<file path="src/rtl/multicycle_ctrl_pkg.sv">
// mips_ctrl_pkg: shared types and constants for the multi-cycle control
// sequencer (state encoding, opcode/funct values, ALU and PC-source codes,
// decode and output bundles) plus small decode helper functions.
package mips_ctrl_pkg;

   typedef enum logic [2:0] {
      S_FETCH  = 3'd0,
      S_DECODE = 3'd1,
      S_EXEC   = 3'd2,
      S_MEM    = 3'd3,
      S_WB     = 3'd4,
      S_TRAP   = 3'd5
   } state_e;

   localparam logic [5:0] OP_RTYPE = 6'h00;
   localparam logic [5:0] OP_J     = 6'h02;
   localparam logic [5:0] OP_JAL   = 6'h03;
   localparam logic [5:0] OP_BEQ   = 6'h04;
   localparam logic [5:0] OP_BNE   = 6'h05;
   localparam logic [5:0] OP_ADDI  = 6'h08;
   localparam logic [5:0] OP_XORI  = 6'h0E;
   localparam logic [5:0] OP_LW    = 6'h23;
   localparam logic [5:0] OP_SW    = 6'h2B;

   localparam logic [5:0] FN_JR    = 6'h08;
   localparam logic [5:0] FN_ADD   = 6'h20;
   localparam logic [5:0] FN_SUB   = 6'h22;
   localparam logic [5:0] FN_SLT   = 6'h2A;

   typedef enum logic [2:0] {
      ALU_ADD  = 3'd0,
      ALU_SUB  = 3'd1,
      ALU_XOR  = 3'd2,
      ALU_SLT  = 3'd3,
      ALU_AND  = 3'd4,
      ALU_NAND = 3'd5,
      ALU_NOR  = 3'd6,
      ALU_OR   = 3'd7
   } alu_ctrl_e;

   typedef enum logic [1:0] {
      PC_SEQ    = 2'd0,
      PC_BRANCH = 2'd1,
      PC_JUMP   = 2'd2,
      PC_REG    = 2'd3
   } pc_src_e;

   // Instruction class produced by the decoder; drives FSM sequencing.
   typedef enum logic [3:0] {
      CLS_RALU = 4'd0,
      CLS_JR   = 4'd1,
      CLS_LW   = 4'd2,
      CLS_SW   = 4'd3,
      CLS_J    = 4'd4,
      CLS_JAL  = 4'd5,
      CLS_BEQ  = 4'd6,
      CLS_BNE  = 4'd7,
      CLS_ADDI = 4'd8,
      CLS_XORI = 4'd9,
      CLS_ILL  = 4'd10
   } instr_cls_e;

   // Decoded control bundle; the static fields are held through EXEC/MEM/WB.
   typedef struct packed {
      logic       legal;
      instr_cls_e cls;
      logic       reg_dst;
      logic       alu_src;
      logic       zero_ext;
      alu_ctrl_e  alu_ctrl;
   } decode_t;

   // Everything the sequencer drives toward the datapath and memory.
   typedef struct packed {
      logic      mem_req;
      logic      mem_wr;
      logic      ir_wr;
      logic      pc_wr;
      pc_src_e   pc_src;
      logic      reg_wr;
      logic      reg_dst;
      logic      alu_src;
      logic      mem_to_reg;
      logic      jal;
      logic      jr;
      logic      branch;
      logic      zero_ext;
      alu_ctrl_e alu_ctrl;
      logic      illegal;
   } ctrl_out_t;

   // ALU operation for a legal R-type arithmetic funct.
   function automatic alu_ctrl_e alu_from_funct(input logic [5:0] funct);
      alu_ctrl_e a;
      case (funct)
         FN_ADD:  a = ALU_ADD;
         FN_SUB:  a = ALU_SUB;
         FN_SLT:  a = ALU_SLT;
         default: a = ALU_ADD;
      endcase
      return a;
   endfunction

   // Branch outcome: BEQ takes on zero, BNE on not-zero.
   function automatic logic branch_taken(input instr_cls_e cls, input logic zero);
      logic t;
      case (cls)
         CLS_BEQ: t = zero;
         CLS_BNE: t = ~zero;
         default: t = 1'b0;
      endcase
      return t;
   endfunction

   // Copy the decode-time datapath controls into an output bundle.
   function automatic ctrl_out_t apply_held(input ctrl_out_t o, input decode_t d);
      ctrl_out_t r;
      r          = o;
      r.reg_dst  = d.reg_dst;
      r.alu_src  = d.alu_src;
      r.zero_ext = d.zero_ext;
      r.alu_ctrl = d.alu_ctrl;
      return r;
   endfunction

endpackage

</file>
<file path="src/rtl/multicycle_ctrl_if.sv">
// multicycle_ctrl_if: shared-memory request/acknowledge handshake between the
// control sequencer (master) and the memory (slave).
interface multicycle_ctrl_if;
   logic mem_req;
   logic mem_wr;
   logic mem_ack;

   modport master (output mem_req, output mem_wr, input mem_ack);
   modport slave  (input mem_req, input mem_wr, output mem_ack);
endinterface

</file>
<file path="src/rtl/multicycle_ctrl_decode.sv">
// ctrl_decode: purely combinational instruction decoder. Maps opcode/funct
// to an instruction class, the static datapath controls and a legal flag.
module ctrl_decode
   import mips_ctrl_pkg::*;
(
   input  logic [5:0] opcode,
   input  logic [5:0] funct,
   output decode_t    dec
);

   // Decode opcode (and funct for R-type) into the control bundle.
   always_comb begin
      dec       = '0;
      dec.cls   = CLS_ILL;
      dec.legal = 1'b0;
      case (opcode)
         OP_RTYPE: begin
            case (funct)
               FN_ADD, FN_SUB, FN_SLT: begin
                  dec.legal    = 1'b1;
                  dec.cls      = CLS_RALU;
                  dec.reg_dst  = 1'b1;
                  dec.alu_ctrl = alu_from_funct(funct);
               end
               FN_JR: begin
                  dec.legal = 1'b1;
                  dec.cls   = CLS_JR;
               end
               default: begin
                  dec.legal = 1'b0;
                  dec.cls   = CLS_ILL;
               end
            endcase
         end
         OP_LW: begin
            dec.legal    = 1'b1;
            dec.cls      = CLS_LW;
            dec.alu_src  = 1'b1;
            dec.alu_ctrl = ALU_ADD;
         end
         OP_SW: begin
            dec.legal    = 1'b1;
            dec.cls      = CLS_SW;
            dec.alu_src  = 1'b1;
            dec.alu_ctrl = ALU_ADD;
         end
         OP_J: begin
            dec.legal = 1'b1;
            dec.cls   = CLS_J;
         end
         OP_JAL: begin
            dec.legal = 1'b1;
            dec.cls   = CLS_JAL;
         end
         OP_BEQ: begin
            dec.legal    = 1'b1;
            dec.cls      = CLS_BEQ;
            dec.alu_ctrl = ALU_SUB;
         end
         OP_BNE: begin
            dec.legal    = 1'b1;
            dec.cls      = CLS_BNE;
            dec.alu_ctrl = ALU_SUB;
         end
         OP_ADDI: begin
            dec.legal    = 1'b1;
            dec.cls      = CLS_ADDI;
            dec.alu_src  = 1'b1;
            dec.alu_ctrl = ALU_ADD;
         end
         OP_XORI: begin
            dec.legal    = 1'b1;
            dec.cls      = CLS_XORI;
            dec.alu_src  = 1'b1;
            dec.zero_ext = 1'b1;
            dec.alu_ctrl = ALU_XOR;
         end
         default: begin
            dec.legal = 1'b0;
            dec.cls   = CLS_ILL;
         end
      endcase
   end

endmodule

</file>
<file path="src/rtl/multicycle_ctrl.sv">
// multicycle_ctrl: multi-cycle FETCH/DECODE/EXEC/MEM/WB control sequencer
// for the MIPS-subset datapath. Optional performance counters are built
// only when the macro CTRL_PERF_EN is defined; otherwise the counter ports
// read 0 and no counter flops exist.
module multicycle_ctrl
   import mips_ctrl_pkg::*;
#(
   parameter int CNT_W = 32
) (
   input  logic                 clk,
   input  logic                 reset,
   multicycle_ctrl_if.master    mem,
   input  logic [5:0]           opcode,
   input  logic [5:0]           funct,
   input  logic                 zero,
   output logic                 ir_wr,
   output logic                 pc_wr,
   output logic [1:0]           pc_src,
   output logic                 reg_wr,
   output logic                 reg_dst,
   output logic                 ALU_src,
   output logic                 mem_to_reg,
   output logic                 jal,
   output logic                 jr,
   output logic                 branch,
   output logic                 zero_ext,
   output logic [2:0]           ALU_ctrl,
   output logic                 illegal,
   output logic [CNT_W-1:0]     cycle_count,
   output logic [CNT_W-1:0]     instr_count
);

   state_e    state_q, state_d;
   decode_t   dec_s;
   ctrl_out_t out_s;
   ctrl_out_t out_g;

   ctrl_decode u_decode (
      .opcode (opcode),
      .funct  (funct),
      .dec    (dec_s)
   );

   // State register; reset lands in FETCH.
   always_ff @(posedge clk or posedge reset) begin
      if (reset) begin
         state_q <= S_FETCH;
      end else begin
         state_q <= state_d;
      end
   end

   // Next-state and control outputs (Mealy on mem_ack/zero where required).
   always_comb begin
      state_d = state_q;
      out_s   = '0;
      case (state_q)
         S_FETCH: begin
            out_s.mem_req = 1'b1;
            if (mem.mem_ack) begin
               out_s.ir_wr = 1'b1;
               state_d     = S_DECODE;
            end else begin
               state_d = S_FETCH;
            end
         end
         S_DECODE: begin
            if (!dec_s.legal) begin
               state_d = S_TRAP;
            end else begin
               case (dec_s.cls)
                  CLS_J: begin
                     out_s.pc_wr  = 1'b1;
                     out_s.pc_src = PC_JUMP;
                     state_d      = S_FETCH;
                  end
                  CLS_JAL: begin
                     out_s.pc_wr  = 1'b1;
                     out_s.pc_src = PC_JUMP;
                     out_s.jal    = 1'b1;
                     out_s.reg_wr = 1'b1;
                     state_d      = S_FETCH;
                  end
                  CLS_JR: begin
                     out_s.pc_wr  = 1'b1;
                     out_s.pc_src = PC_REG;
                     out_s.jr     = 1'b1;
                     state_d      = S_FETCH;
                  end
                  default: begin
                     state_d = S_EXEC;
                  end
               endcase
            end
         end
         S_EXEC: begin
            out_s = apply_held(out_s, dec_s);
            case (dec_s.cls)
               CLS_BEQ, CLS_BNE: begin
                  out_s.branch = 1'b1;
                  out_s.pc_wr  = 1'b1;
                  out_s.pc_src = branch_taken(dec_s.cls, zero) ? PC_BRANCH : PC_SEQ;
                  state_d      = S_FETCH;
               end
               CLS_LW, CLS_SW: begin
                  state_d = S_MEM;
               end
               default: begin
                  state_d = S_WB;
               end
            endcase
         end
         S_MEM: begin
            out_s         = apply_held(out_s, dec_s);
            out_s.mem_req = 1'b1;
            out_s.mem_wr  = (dec_s.cls == CLS_SW);
            if (mem.mem_ack) begin
               if (dec_s.cls == CLS_SW) begin
                  out_s.pc_wr  = 1'b1;
                  out_s.pc_src = PC_SEQ;
                  state_d      = S_FETCH;
               end else begin
                  state_d = S_WB;
               end
            end else begin
               state_d = S_MEM;
            end
         end
         S_WB: begin
            out_s            = apply_held(out_s, dec_s);
            out_s.reg_wr     = 1'b1;
            out_s.mem_to_reg = (dec_s.cls == CLS_LW);
            out_s.pc_wr      = 1'b1;
            out_s.pc_src     = PC_SEQ;
            state_d          = S_FETCH;
         end
         S_TRAP: begin
            out_s.illegal = 1'b1;
            state_d       = S_TRAP;
         end
         default: begin
            state_d = S_FETCH;
         end
      endcase
   end

   // Force every output low while reset is held, dropping any in-flight request.
   always_comb begin
      if (reset) begin
         out_g = '0;
      end else begin
         out_g = out_s;
      end
   end

   assign mem.mem_req = out_g.mem_req;
   assign mem.mem_wr  = out_g.mem_wr;
   assign ir_wr       = out_g.ir_wr;
   assign pc_wr       = out_g.pc_wr;
   assign pc_src      = out_g.pc_src;
   assign reg_wr      = out_g.reg_wr;
   assign reg_dst     = out_g.reg_dst;
   assign ALU_src     = out_g.alu_src;
   assign mem_to_reg  = out_g.mem_to_reg;
   assign jal         = out_g.jal;
   assign jr          = out_g.jr;
   assign branch      = out_g.branch;
   assign zero_ext    = out_g.zero_ext;
   assign ALU_ctrl    = out_g.alu_ctrl;
   assign illegal     = out_g.illegal;

`ifdef CTRL_PERF_EN
   logic [CNT_W-1:0] cyc_q, cyc_d;
   logic [CNT_W-1:0] ins_q, ins_d;

   // Counter increments: cycles outside TRAP, instructions on each PC update.
   always_comb begin
      if (state_q != S_TRAP) begin
         cyc_d = cyc_q + CNT_W'(1'b1);
      end else begin
         cyc_d = cyc_q;
      end
      if (out_s.pc_wr) begin
         ins_d = ins_q + CNT_W'(1'b1);
      end else begin
         ins_d = ins_q;
      end
   end

   // Performance counter registers, cleared by reset, wrapping naturally.
   always_ff @(posedge clk or posedge reset) begin
      if (reset) begin
         cyc_q <= '0;
         ins_q <= '0;
      end else begin
         cyc_q <= cyc_d;
         ins_q <= ins_d;
      end
   end

   assign cycle_count = cyc_q;
   assign instr_count = ins_q;
`else
   assign cycle_count = '0;
   assign instr_count = '0;
`endif

endmodule

</file>
<file path="src/flat_wrapper.sv">
// flat-port wrapper written by rule: the top's interface ports become plain ports
module multicycle_ctrl_flat import mips_ctrl_pkg::*;
#(
   parameter int CNT_W = 32
)
  (clk, reset, opcode, funct, zero, ir_wr, pc_wr, pc_src, reg_wr, reg_dst, ALU_src, mem_to_reg, jal, jr, branch, zero_ext, ALU_ctrl, illegal, cycle_count, instr_count, mem_mem_req, mem_mem_wr, mem_mem_ack);
  multicycle_ctrl_if mem_i ();
  input  logic clk;
  input  logic reset;
  input  logic [5:0] opcode;
  input  logic [5:0] funct;
  input  logic zero;
  output logic ir_wr;
  output logic pc_wr;
  output logic [1:0] pc_src;
  output logic reg_wr;
  output logic reg_dst;
  output logic ALU_src;
  output logic mem_to_reg;
  output logic jal;
  output logic jr;
  output logic branch;
  output logic zero_ext;
  output logic [2:0] ALU_ctrl;
  output logic illegal;
  output logic [CNT_W-1:0] cycle_count;
  output logic [CNT_W-1:0] instr_count;
  output wire logic [$bits(mem_i.mem_req)-1:0] mem_mem_req;
  output wire logic [$bits(mem_i.mem_wr)-1:0] mem_mem_wr;
  input wire logic [$bits(mem_i.mem_ack)-1:0] mem_mem_ack;
  assign mem_mem_req = mem_i.mem_req;
  assign mem_mem_wr = mem_i.mem_wr;
  assign mem_i.mem_ack = mem_mem_ack;
  multicycle_ctrl #(.CNT_W(CNT_W)) u_core (.clk(clk), .reset(reset), .mem(mem_i), .opcode(opcode), .funct(funct), .zero(zero), .ir_wr(ir_wr), .pc_wr(pc_wr), .pc_src(pc_src), .reg_wr(reg_wr), .reg_dst(reg_dst), .ALU_src(ALU_src), .mem_to_reg(mem_to_reg), .jal(jal), .jr(jr), .branch(branch), .zero_ext(zero_ext), .ALU_ctrl(ALU_ctrl), .illegal(illegal), .cycle_count(cycle_count), .instr_count(instr_count));
endmodule
</file>
<file path="config.mk">
export PLATFORM = sky130hd
export DESIGN_NAME = multicycle_ctrl_flat
export DESIGN_NICKNAME = d
export VERILOG_FILES = /design/src/rtl/multicycle_ctrl_pkg.sv /design/src/rtl/multicycle_ctrl_if.sv /design/src/rtl/multicycle_ctrl_decode.sv /design/src/rtl/multicycle_ctrl.sv /design/src/flat_wrapper.sv
export SDC_FILE = /design/constraint.sdc
export NUM_CORES = 1
export LEC_CHECK = 0
export ABC_CLOCK_PERIOD_IN_PS = 1600
export BUFFER_PORTS_ARGS = -buffer_cell sky130_fd_sc_hd__buf_2
export CAP_MARGIN = 30
export CELL_PAD_IN_SITES_DETAIL_PLACEMENT = 1
export CELL_PAD_IN_SITES_GLOBAL_PLACEMENT = 2
export CORE_MARGIN = 5
export CORE_UTILIZATION = 18
export CTS_CLUSTER_DIAMETER = 150
export DETAILED_ROUTE_END_ITERATION = 10
export PLACE_DENSITY_LB_ADDON = 0.1
export SYNTH_ARGS = -nofsm -noshare
export SYNTH_HDL_FRONTEND = slang
export SYNTH_SLANG_ARGS = --single-unit
</file>
<file path="constraint.sdc">
create_clock -name clk -period 1.6 [get_ports clk]
set_input_delay 0.08 -clock clk [delete_from_list [all_inputs] [get_ports clk]]
set_output_delay 0.08 -clock clk [all_outputs]
set_load 0.02 [all_outputs]
</file>
# Word level (Yosys, flattened, before mapping)
# Cells that the tools add are included.
# op_classes
n_eq_ne	24
mux	39
bitwise	1
n_reduce_logical	12
# ops
op	n
$pmux W5 S9	1
$eq A6 B6 Y1 const B	5
$pmux W5 S2	2
$eq A6 B4 Y1 const B	3
$mux W18	1
$mux W3	6
$pmux W3 S2	3
$eq A4 B3 Y1 const B	4
$mux W1	16
$pmux W4 S4	1
$pmux W3 S5	1
$reduce_or A2 Y1	7
$eq A6 B2 Y1 const B	2
$eq A6 B3 Y1 const B	2
$pmux W3 S3	1
$eq A4 B2 Y1 const B	2
$mux W2	4
$eq A3 B2 Y1 const B	2
$eq A3 B3 Y1 const B	2
$logic_not A6 Y1	1
$reduce_or A3 Y1	2
$eq A4 B1 Y1 const B	1
$mux W4	1
$pmux W2 S2	1
5 further kinds	5
# totals
register_bits	3

# Longest topological paths before layout
# Gate-level depths: netlist of the first run.
# logic_depth
word_depth	12
ltp_mapped	6
ltp_nobuf	5

# Cells and area by module
# From an unflattened synthesis of the first run, not the netlist that was laid out.
# hier_totals
hier_cells	176
hier_area_um2	1261.2
# modules_own_cells
module	n_inst	cells_per_inst	area_per_inst_um2
multicycle_ctrl	1	133	983.4
ctrl_decode	1	43	277.8

# Worst setup path before layout of the first run
# OpenSTA, ideal clock, no wires.
# synth_timing
kind	input port to output port
start	in funct[1]
end	out pc_wr
t_arrival_ns	1.816
required_ns	1.520
path_slack_ns	-0.296
cell_stages	5
path_buffers	0
path_cell_list	or3b_2 nor3_1 o21ai_0 nor4_1 or3_1
# synth_via
elab_chain_cells	10
# synth_rtl
element	line_no	text
from (decl)	flat_wrapper.sv:11	input logic [5:0] funct;
$eq A6 B6 Y1	multicycle_ctrl_decode.sv:18	case (funct)
$reduce_or A3 Y1	multicycle_ctrl_decode.sv:18	
$pmux W5 S2 (*)	multicycle_ctrl_decode.sv:18	
$pmux W5 S9 (*)	multicycle_ctrl_decode.sv:16	case (opcode)
$eq A4 B3 Y1	multicycle_ctrl.sv:71	case (dec_s.cls)
$reduce_or A2 Y1 (no source line)	-	
$pmux W3 S2	multicycle_ctrl.sv:71	
$mux W4	multicycle_ctrl.sv:68	if (!dec_s.legal) begin
$pmux W4 S4 (*)	multicycle_ctrl.sv:57	case (state_q)
$mux W18 (*)	multicycle_ctrl.sv:149	if (reset) begin
to (decl)	flat_wrapper.sv:14	output logic pc_wr;
# Every way passes the cells marked *; elsewhere a longest branch is shown, timed or not.

# Final worst setup path of the first run
# layout_timing
start	reg u_core.state_q[0]
end	out pc_src[0]
# layout_via
elab_chain_cells	3
# layout_rtl
element	line_no	text
from (decl)	multicycle_ctrl.sv:33	state_e state_q, state_d;
from (signal assigned)	multicycle_ctrl.sv:49	state_q <= state_d;
$eq A3 B3 Y1 (tied with other cells)	multicycle_ctrl.sv:57	
$pmux W4 S4 (*)	multicycle_ctrl.sv:57	
$mux W18 (*)	multicycle_ctrl.sv:149	
to (decl)	flat_wrapper.sv:15	output logic [1:0] pc_src;
# Marks and branches as above.

==> results.cfg, run 1 <==
[timing]
fin_crit_sh_pct = 115
drv_slew = 0
fin_skew_ns = 0.00125
whs_ns = 0.344
fmax_ghz = 0.542
final.setup.tns_ns = -0.837
setup_slack_ns = -0.245
grt_setup_unrepaired = yes
min_period_ns = 1.84
setup_violations = 7
finalHoldViolCount = 0

[placed_design]
io_buffers = 32
gp_routability_congestion = 0.749
placed_cell_area_um2 = 1550
dp_hpwl_um = 3710

[yosys]
synth_ff_type = dfrtp_1
syn_avg_cell_area_um2 = 6.82
synth_edf_count = 0
synth_cells = 179
synth_top_family_by_area = buffers and inverters
synthAdderAreaFrac_pct = 0
synth_area_um2 = 1220
synth.distinct_cells = 41
synth_area_leaders = buf_4 (41%), dfrtp_1 (6.1%), nor2_1 (5.5%)
synth.yosys.seq_area_share_pct = 6.15
synth_top_area_share_pct = 40.6
ys_seq_elements = 3
yosysWarnings = 0
synth-async-reset-ratio_pct = 100
synthSimpleGateAreaFrac_pct = 30.1
synth-compound-area-share_pct = 15.7
yosys.area_share.xor_xnor_pct = 2.15
synthMuxAreaShare_pct = 0.820
synth_top_cell_by_area = buf_4

[flow_run]
max-cap-violations = 0

[detailed_routing]
via_per_inst = 3.86
drt_wl_total_um = 4230
routed-via-count = 1305
antenna_left = 0
wl_per_cell_um = 12.5
drtIter0Drc = 29
route.detailed.drc = 0
dr.pass1.iters = 2

[global_routing]
grt_usage_pct = 9.25
grt_pass1_vias = 1391
grt_max_degree = 10
grt_first_pass_wirelength_um = 6620
grt_remaining_overflow = 0
antenna_found_initial = 0

[pwr]
p_per_area_nw_per_um2 = 325
switching_share_pct = 45.8
clock_power_share_pct = 35.8
p_int_mw = 0.327
seqPwrFrac_pct = 12.7
p_sw_mw = 0.276
p_comb_share_pct = 51.5
irDropWorstVdd_v = 0.0000972
p_leak_nw = 0.919

[clock_network]
cts.sinks = 3
numCtsBuffers = 3
cts_root_buf = clkbuf_8
clk_pin_slew_ns = 0.03
clock_latency_ns = 0.21
cts_buffer_depth = 2
htree_levels = 1
cts_tree = built

[worst_setup_path]
r2r_cells = 6
end_kind = output port
worstPathArrival_ns = 1.76
start_kind = flip-flop
required_ns = 1.52
crit_fanout = 2
path_class = reg -> out

[floorplanning]
rows = 30
die_w_um = 92.4
initial_utilization_pct = 18.3
dieArea_um2 = 8530
io_pins = 98
die_h_um = 92.4
core_region_area_um2 = 6680

[finish]
design_area_um2 = 1850
num_antenna_cells = 0
layout_common_cells = conb_1 (65), buf_4 (49), buf_2 (20), nor2_1 (14), buf_6 (12)
areaGrowthSynthToFinish_pct = 51.7
top_regs = u_core.state_q x3
drive_above_1_share_pct = 45.0
nNetsFinal = 275
final_common_cell = conb_1
largest_reg_flops = 3
max_flop_register = u_core.state_q

[status]
violations = setup timing
status = finished with violations

[min_path]
hold_path_class = in -> reg
whs_path_depth = 4
-- critical path, cell delays in order (launching register included) --
cell and delay, ns:
dfrtp_1 0.38, nand2b_4 0.16, nor4_4 0.17, o311ai_2 0.15
a2111oi_2 0.38, a311o_1 0.17, buf_4 0.14
-- timing repair --
action	in CTS	in global routing
setup endpoints to repair	10	15
setup buffers	3	5
pin swaps	11	11
hold buffers	1	0
gates resized for setup	38	15
hold endpoints to repair	3	0
-- power by group through the flow --
stage	Combinational, mW	Sequential (mW)	Clock, mW
global route	0.336	0.0763	0.231
floorplan	0.324	0.0773	0
global placement	0.285	0.0773	0
finish	0.311	0.0764	0.216
CTS	0.298	0.0764	0.224
detailed placement	0.285	0.0773	0
-- through the flow --
step	setup slack, ns	std cells	power, mW	utilization (%)
floorplan	-0.0488	243	0.401	-
global placement	-0.221	327	0.363	23.2
detailed placement	-0.211	327	0.363	23.2
CTS	-0.366	335	0.598	26.7
global route	-0.393	338	0.643	27.7
finish	-0.245	338	0.603	27.7
-- synthesized netlist by cell type (2+ instances only) --
library cell,instances
buf_4,66
and3_1,5
buf_2,2
xnor2_1,2
a311o_1,2
nand2b_1,3
nor4_1,4
o22ai_1,2
nand3_1,3
or3_1,2
nor2_1,18
nor3_1,7
a21oi_1,5
inv_1,6
nor2b_1,6
a21o_1,2
dfrtp_1,3
o31ai_1,2
nand2_1,11
o21ai_0,5
nand4_1,3
-- worst paths after layout --
check	endpoint	slack [ns]	from
min in group asynchronous	u_core.state_q[2]$_DFF_PP0_	0.47	reset
hold / removal	u_core.state_q[1]$_DFF_PP0_	0.34	mem_mem_ack
max in group asynchronous	u_core.state_q[1]$_DFF_PP0_	0.98	reset
hold reg to reg	u_core.state_q[0]$_DFF_PP0_	0.79	u_core.state_q[2]$_DFF_PP0_
setup / recovery	pc_src[0]	-0.24	u_core.state_q[0]$_DFF_PP0_
setup reg to reg	u_core.state_q[2]$_DFF_PP0_	0.32	u_core.state_q[0]$_DFF_PP0_
-- cells by family after synthesis --
| family | count (synthesis) |
|---|---|
| and+or+nand+nor | 68 |
| DFF | 3 |
| muxes | 1 |
| buffers and inverters | 77 |
| xor gates and xnor gates | 3 |
| other | 1 |
| AOI/OAI and AO/OA | 26 |
-- layer usage --
metal	vias up	wire, um	track usage [%]
met2	49	2170	16.7
li1	638	-	-
met3	2	304	2.11
met5	-	0	0
met4	0	29	1.11
met1	616	1730	11.4
-- final cells by class --
type	count	area, um^2
Inverter	6	22.5
Clock buffer	4	45.0
Tap cell	80	100
Multi-Input combinational cell	163	995
Timing Repair Buffer	82	613
Fill cell	861	4830
Sequential cell	3	77.6
No activity file was read; power rests on OpenSTA's default activity.
==> run 2, diff against run 1 <==
PLACE_DENSITY = 0.91   (was default)
PLACE_DENSITY_LB_ADDON = default   (was 0.1)
==> run 2 against run 1 <==
Net effect:
- the flow still finishes with violations (setup timing)
- clock-buffer cell count stayed put
- final area is 0.94% higher
- sequential share of layout area hardly changed
- wire length is 6.1% higher
- critical path type unchanged
- largest cell class unchanged
==> results.cfg, run 2 (synthesis results as in run 1) <==
[timing]
fmax_ghz = 0.526
fin_skew_ns = 0.00540
drv_slew = 0
setup_violations = 10
min_period_ns = 1.90
finalHoldViolCount = 0
final.setup.tns_ns = -1.45
setup_slack_ns = -0.300
grt_setup_unrepaired = yes
fin_crit_sh_pct = 119

[pwr]
p_int_mw = 0.328
p_per_area_nw_per_um2 = 328
seqPwrFrac_pct = 12.5
p_leak_nw = 0.944
irDropWorstVdd_v = 0.000124
clock_power_share_pct = 37.1
switching_share_pct = 46.4
p_comb_share_pct = 50.4
p_sw_mw = 0.284

[worst_setup_path]
crit_fanout = 5
r2r_end = u_core.state_q[0]$_DFF_PP0_
required_ns = 1.52
r2r_start = u_core.state_q[1]$_DFF_PP0_
r2r_cells = 7
critPathBufInv = 2
end_kind = output port
cp_slowest_cell = dfrtp_2
worstPathArrival_ns = 1.82
critical_path.cell_chain = buf_4 -> nand2b_4 -> nor4_4 -> o311ai_2 -> a2111oi_2 -> a311o_1 -> buf_4
start_kind = flip-flop
slowest_delay_ns = 0.40
path_class = reg -> out
cp_common_cell = buf_4
r2r_slack_ns = 0.21
critPathTopFamily = compound AO/OA/AOI/OAI gates

[detailed_routing]
drtIter0Drc = 16
drt_wl_total_um = 4490
dr.pass1.iters = 4
routed-via-count = 1342
via_per_inst = 3.90
wl_per_cell_um = 13.0
antenna_left = 0
route.detailed.drc = 0

[clock_network]
cts_root_buf = clkbuf_8
clock_latency_ns = 0.22
htree_levels = 1
cts_buffer_depth = 2
clk_pin_slew_ns = 0.03
numCtsBuffers = 3
cts.sinks = 3
cts_tree = built

[floorplanning]
dieArea_um2 = 8530
die_w_um = 92.4
core_region_area_um2 = 6680
io_pins = 98
die_h_um = 92.4
initial_utilization_pct = 18.3
rows = 30

[global_routing]
grt_use_met1_pct = 11.5
grt_max_degree = 10
grt_busiest_layer = met2
antenna_found_initial = 0
met2_usage_pct = 17.5
grt_first_pass_wirelength_um = 6670
grt_use_met3_pct = 2.52
grt_remaining_overflow = 0
grt_usage_pct = 9.74
grt_pass1_vias = 1365

[finish]
final_common_cell = conb_1
num_antenna_cells = 0
nNetsFinal = 281
layout_common_cells = conb_1 (65), buf_4 (56), buf_2 (22), nor2_1 (13), buf_6 (9)
largest_reg_flops = 3
fin_cells = 344
areaGrowthSynthToFinish_pct = 53.2
drive_above_1_share_pct = 46.6
top_regs = u_core.state_q x3
max_flop_register = u_core.state_q

[min_path]
hold_start = mem_mem_ack
whs_path_depth = 4
worst_hold_path.endpoint = u_core.state_q[1]$_DFF_PP0_
hold_path_class = in -> reg

[status]
status = finished with violations
violations = setup timing

[placed_design]
dp_cells = 332
io_buffers = 32
dp_hpwl_um = 3750
gp_routability_congestion = 0.819

[flow_run]
max-cap-violations = 0
[run 2: final cells by class]
class,instances,area (um^2)
clock buffer,4,45.0
fill,852,4810
inverter,6,22.5
multi-input combinational,163,982
sequential,3,78.8
tap,80,100
timing repair buffer,88,642
[run 2: metal layers]
| layer | up-vias | wire length, um |
|---|---|---|
| li1 | 653 | - |
| met1 | 622 | 1770 |
| met2 | 61 | 2270 |
| met3 | 6 | 375 |
| met4 | 0 | 78 |
| met5 | - | 0 |
[run 2: stage by stage]
step | util, % | setup slack (ns) | total power, mW | instance area [um^2] | hold WS [ns]
global placement | 23.7 | -0.176 | 0.363 | 1590 | 0.0166
finish | 28.0 | -0.300 | 0.613 | 1870 | 0.328
detailed placement | 23.7 | -0.234 | 0.370 | 1590 | 0.0183
floorplan | - | -0.0488 | 0.401 | 1490 | 0.0331
CTS | 26.9 | -0.258 | 0.605 | 1800 | 0.325
global route | 28.0 | -0.380 | 0.649 | 1870 | 0.384
[run 2: worst min-delay path, stage by stage]
cell and delay, ns:
buf_2 0.14, inv_1 0.06, a21oi_1 0.06, o22ai_1 0.15
[run 2: what timing repair did]
action	in CTS	in global routing
resized for setup	34	15
hold buffers	1	0
pin swaps	7	10
setup buffers	4	5
setup endpoints to repair	11	11
endpoints found under the hold margin	3	0
[run 2: power by group through the flow]
stage	logic, mW	registers [mW]	clock network, mW
global placement	0.286	0.0773	0
finish	0.309	0.0764	0.228
CTS	0.301	0.0764	0.228
floorplan	0.324	0.0773	0
detailed placement	0.292	0.0773	0
global route	0.336	0.0763	0.237
[run 2: worst max-delay path by stage]
stage / from / endpoint / slack (ns) / cells past startpoint
floorplan: opcode[4] / pc_wr / -0.05 / 5
global route: u_core.state_q[1]$_DFF_PP0_ / pc_src[0] / -0.38 / 7
detailed placement: opcode[5] / pc_src[0] / -0.23 / 7
CTS: u_core.state_q[0]$_DFF_PP0_ / pc_src[0] / -0.26 / 6
global placement: opcode[5] / pc_src[0] / -0.18 / 7
finish: u_core.state_q[1]$_DFF_PP0_ / pc_src[0] / -0.30 / 7
==> run 3, diff against run 2 <==
GPL_ROUTABILITY_DRIVEN = 0   (was default)
MAX_ROUTING_LAYER = met4   (was default)
PLACE_DENSITY = 0.89   (was 0.91)
==> run 3 against run 2 <==
Net effect:
- the run still ends with setup timing left
- first-iteration DRC count is 88% higher
- sequential share of layout area fell by 0.24 points
- sequential power barely moved
- clock-buffer cell count did not move
- global-route usage increased by 0.078 points
- largest power group unchanged
==> results.cfg, run 3 (synthesis results as in run 1) <==
[global_routing]
grt_usage_pct = 9.81
grt_remaining_overflow = 0
grt_pass1_vias = 1380
grt_max_degree = 10
met2_usage_pct = 16.7
grt_busiest_layer = met2
grt_first_pass_wirelength_um = 6790
grt_use_met3_pct = 2.03
grt_use_met1_pct = 12.6
antenna_found_initial = 0

[timing]
fin_skew_ns = 0.00186
final.setup.tns_ns = -1.55
finalHoldViolCount = 0
fmax_ghz = 0.528
drv_slew = 0
min_period_ns = 1.89
setup_slack_ns = -0.293
fin_crit_sh_pct = 118
setup_violations = 10
whs_ns = 0.338
grt_setup_unrepaired = yes

[clock_network]
htree_levels = 1
numCtsBuffers = 3
cts_tree = built
cts_buffer_depth = 2
clk_pin_slew_ns = 0.03
cts.sinks = 3
cts_root_buf = clkbuf_8
clock_latency_ns = 0.21

[worst_setup_path]
end_kind = output port
path_class = reg -> out
r2r_cells = 7
critPathBufInv = 1
slowest_delay_ns = 0.43
cp_slowest_cell = dfrtp_2
critPathTopFamily = compound AO/OA/AOI/OAI gates
start_kind = flip-flop
required_ns = 1.52
worstPathArrival_ns = 1.81
r2r_start = u_core.state_q[0]$_DFF_PP0_
r2r_end = u_core.state_q[2]$_DFF_PP0_
critical_path.cell_chain = nand2b_4 -> nor4_4 -> o311ai_2 -> a2111oi_4 -> a311o_1 -> buf_4
critical_path.startpoint = u_core.state_q[0]$_DFF_PP0_
crit_fanout = 4
r2r_slack_ns = 0.15

[min_path]
hold_path_class = in -> reg
worst_hold_path.endpoint = u_core.state_q[1]$_DFF_PP0_
hold_start = mem_mem_ack
whs_path_depth = 4

[placed_design]
placed_cell_area_um2 = 1560
dp_hpwl_um = 3730
io_buffers = 32
dp_slack_ns = -0.221

[floorplanning]
die_w_um = 92.4
io_pins = 98
dieArea_um2 = 8530
core_region_area_um2 = 6680
initial_utilization_pct = 18.3
rows = 30
die_h_um = 92.4

[finish]
top_regs = u_core.state_q x3
max_flop_register = u_core.state_q
drive_above_1_share_pct = 49.0
final_util_pct = 29.7
design_area_um2 = 1980
nNetsFinal = 278
layout_common_cells = conb_1 (65), buf_4 (54), buf_2 (17), buf_6 (13), nor2_1 (12)
largest_reg_flops = 3
final_common_cell = conb_1
num_antenna_cells = 0
areaGrowthSynthToFinish_pct = 62.3

[status]
status = finished with violations
violations = setup timing

[detailed_routing]
route.detailed.drc = 0
drtIter0Drc = 30
routed-via-count = 1331
wl_per_cell_um = 13.2
drt_wl_total_um = 4500
dr.pass1.iters = 4
antenna_left = 0
via_per_inst = 3.90

[pwr]
p_per_area_nw_per_um2 = 320
p_leak_nw = 0.992
irDropWorstVdd_v = 0.000154

[flow_run]
max-cap-violations = 0
## run 3: area by class of cell
type / count / area [um^2]
well taps: 80 / 100
multi-input cells: 163 / 1090
fillers: 856 / 4700
repair buffers: 85 / 647
clock buffers: 4 / 45.0
flip-flops and latches: 3 / 78.8
inverters: 6 / 22.5
## run 3: worst register-to-register path: cells and delay by family (launching register included)
kind	cells	cell delay, ns
compound gates	2	0.25
simple gates	2	0.25
flops	1	0.43
buf+inv	3	0.40
## run 3: worst max path at each step
stage / to / cells past startpoint
final: pc_src[0] / 6
after global routing: pc_src[0] / 6
after CTS: pc_src[0] / 6
after detailed placement: pc_src[0] / 7
after global placement: pc_src[0] / 7
after floorplan: pc_wr / 5
## run 3: repair_timing
item	4_1_cts	5_1_grt
resized for setup	48	25
hold buffers	1	0
endpoints found under the hold margin	3	0
buffers inserted	3	6
endpoints found under the setup margin	11	13
pin swaps	8	10
cloned	0	0
## run 3: routing by layer
layer,part of all wire [%],vias to the layer above,routed length [um]
met3,6.5,0,294
met1,43,627,1950
met5,0,-,0
li1,-,645,-
met4,0,0,0
met2,50,59,2250
## run 3: per-stage QoR
stage          power, mW  instances
2_1_floorplan      0.401        243
3_3_place_gp       0.356        328
3_5_place_dp       0.363        328
4_1_cts            0.616        336
5_1_grt            0.677        341
6_report           0.634        341
## run 3: power by group
part / internal, mW / leakage [nW] / switching, mW / total [mW]
sequential: 0.0764 / 0.0292 / 0 / 0.0764
combinational: 0.0937 / 0.940 / 0.245 / 0.339
clock: 0.170 / 0.0228 / 0.0495 / 0.219
total: 0.340 / 0.992 / 0.294 / 0.634
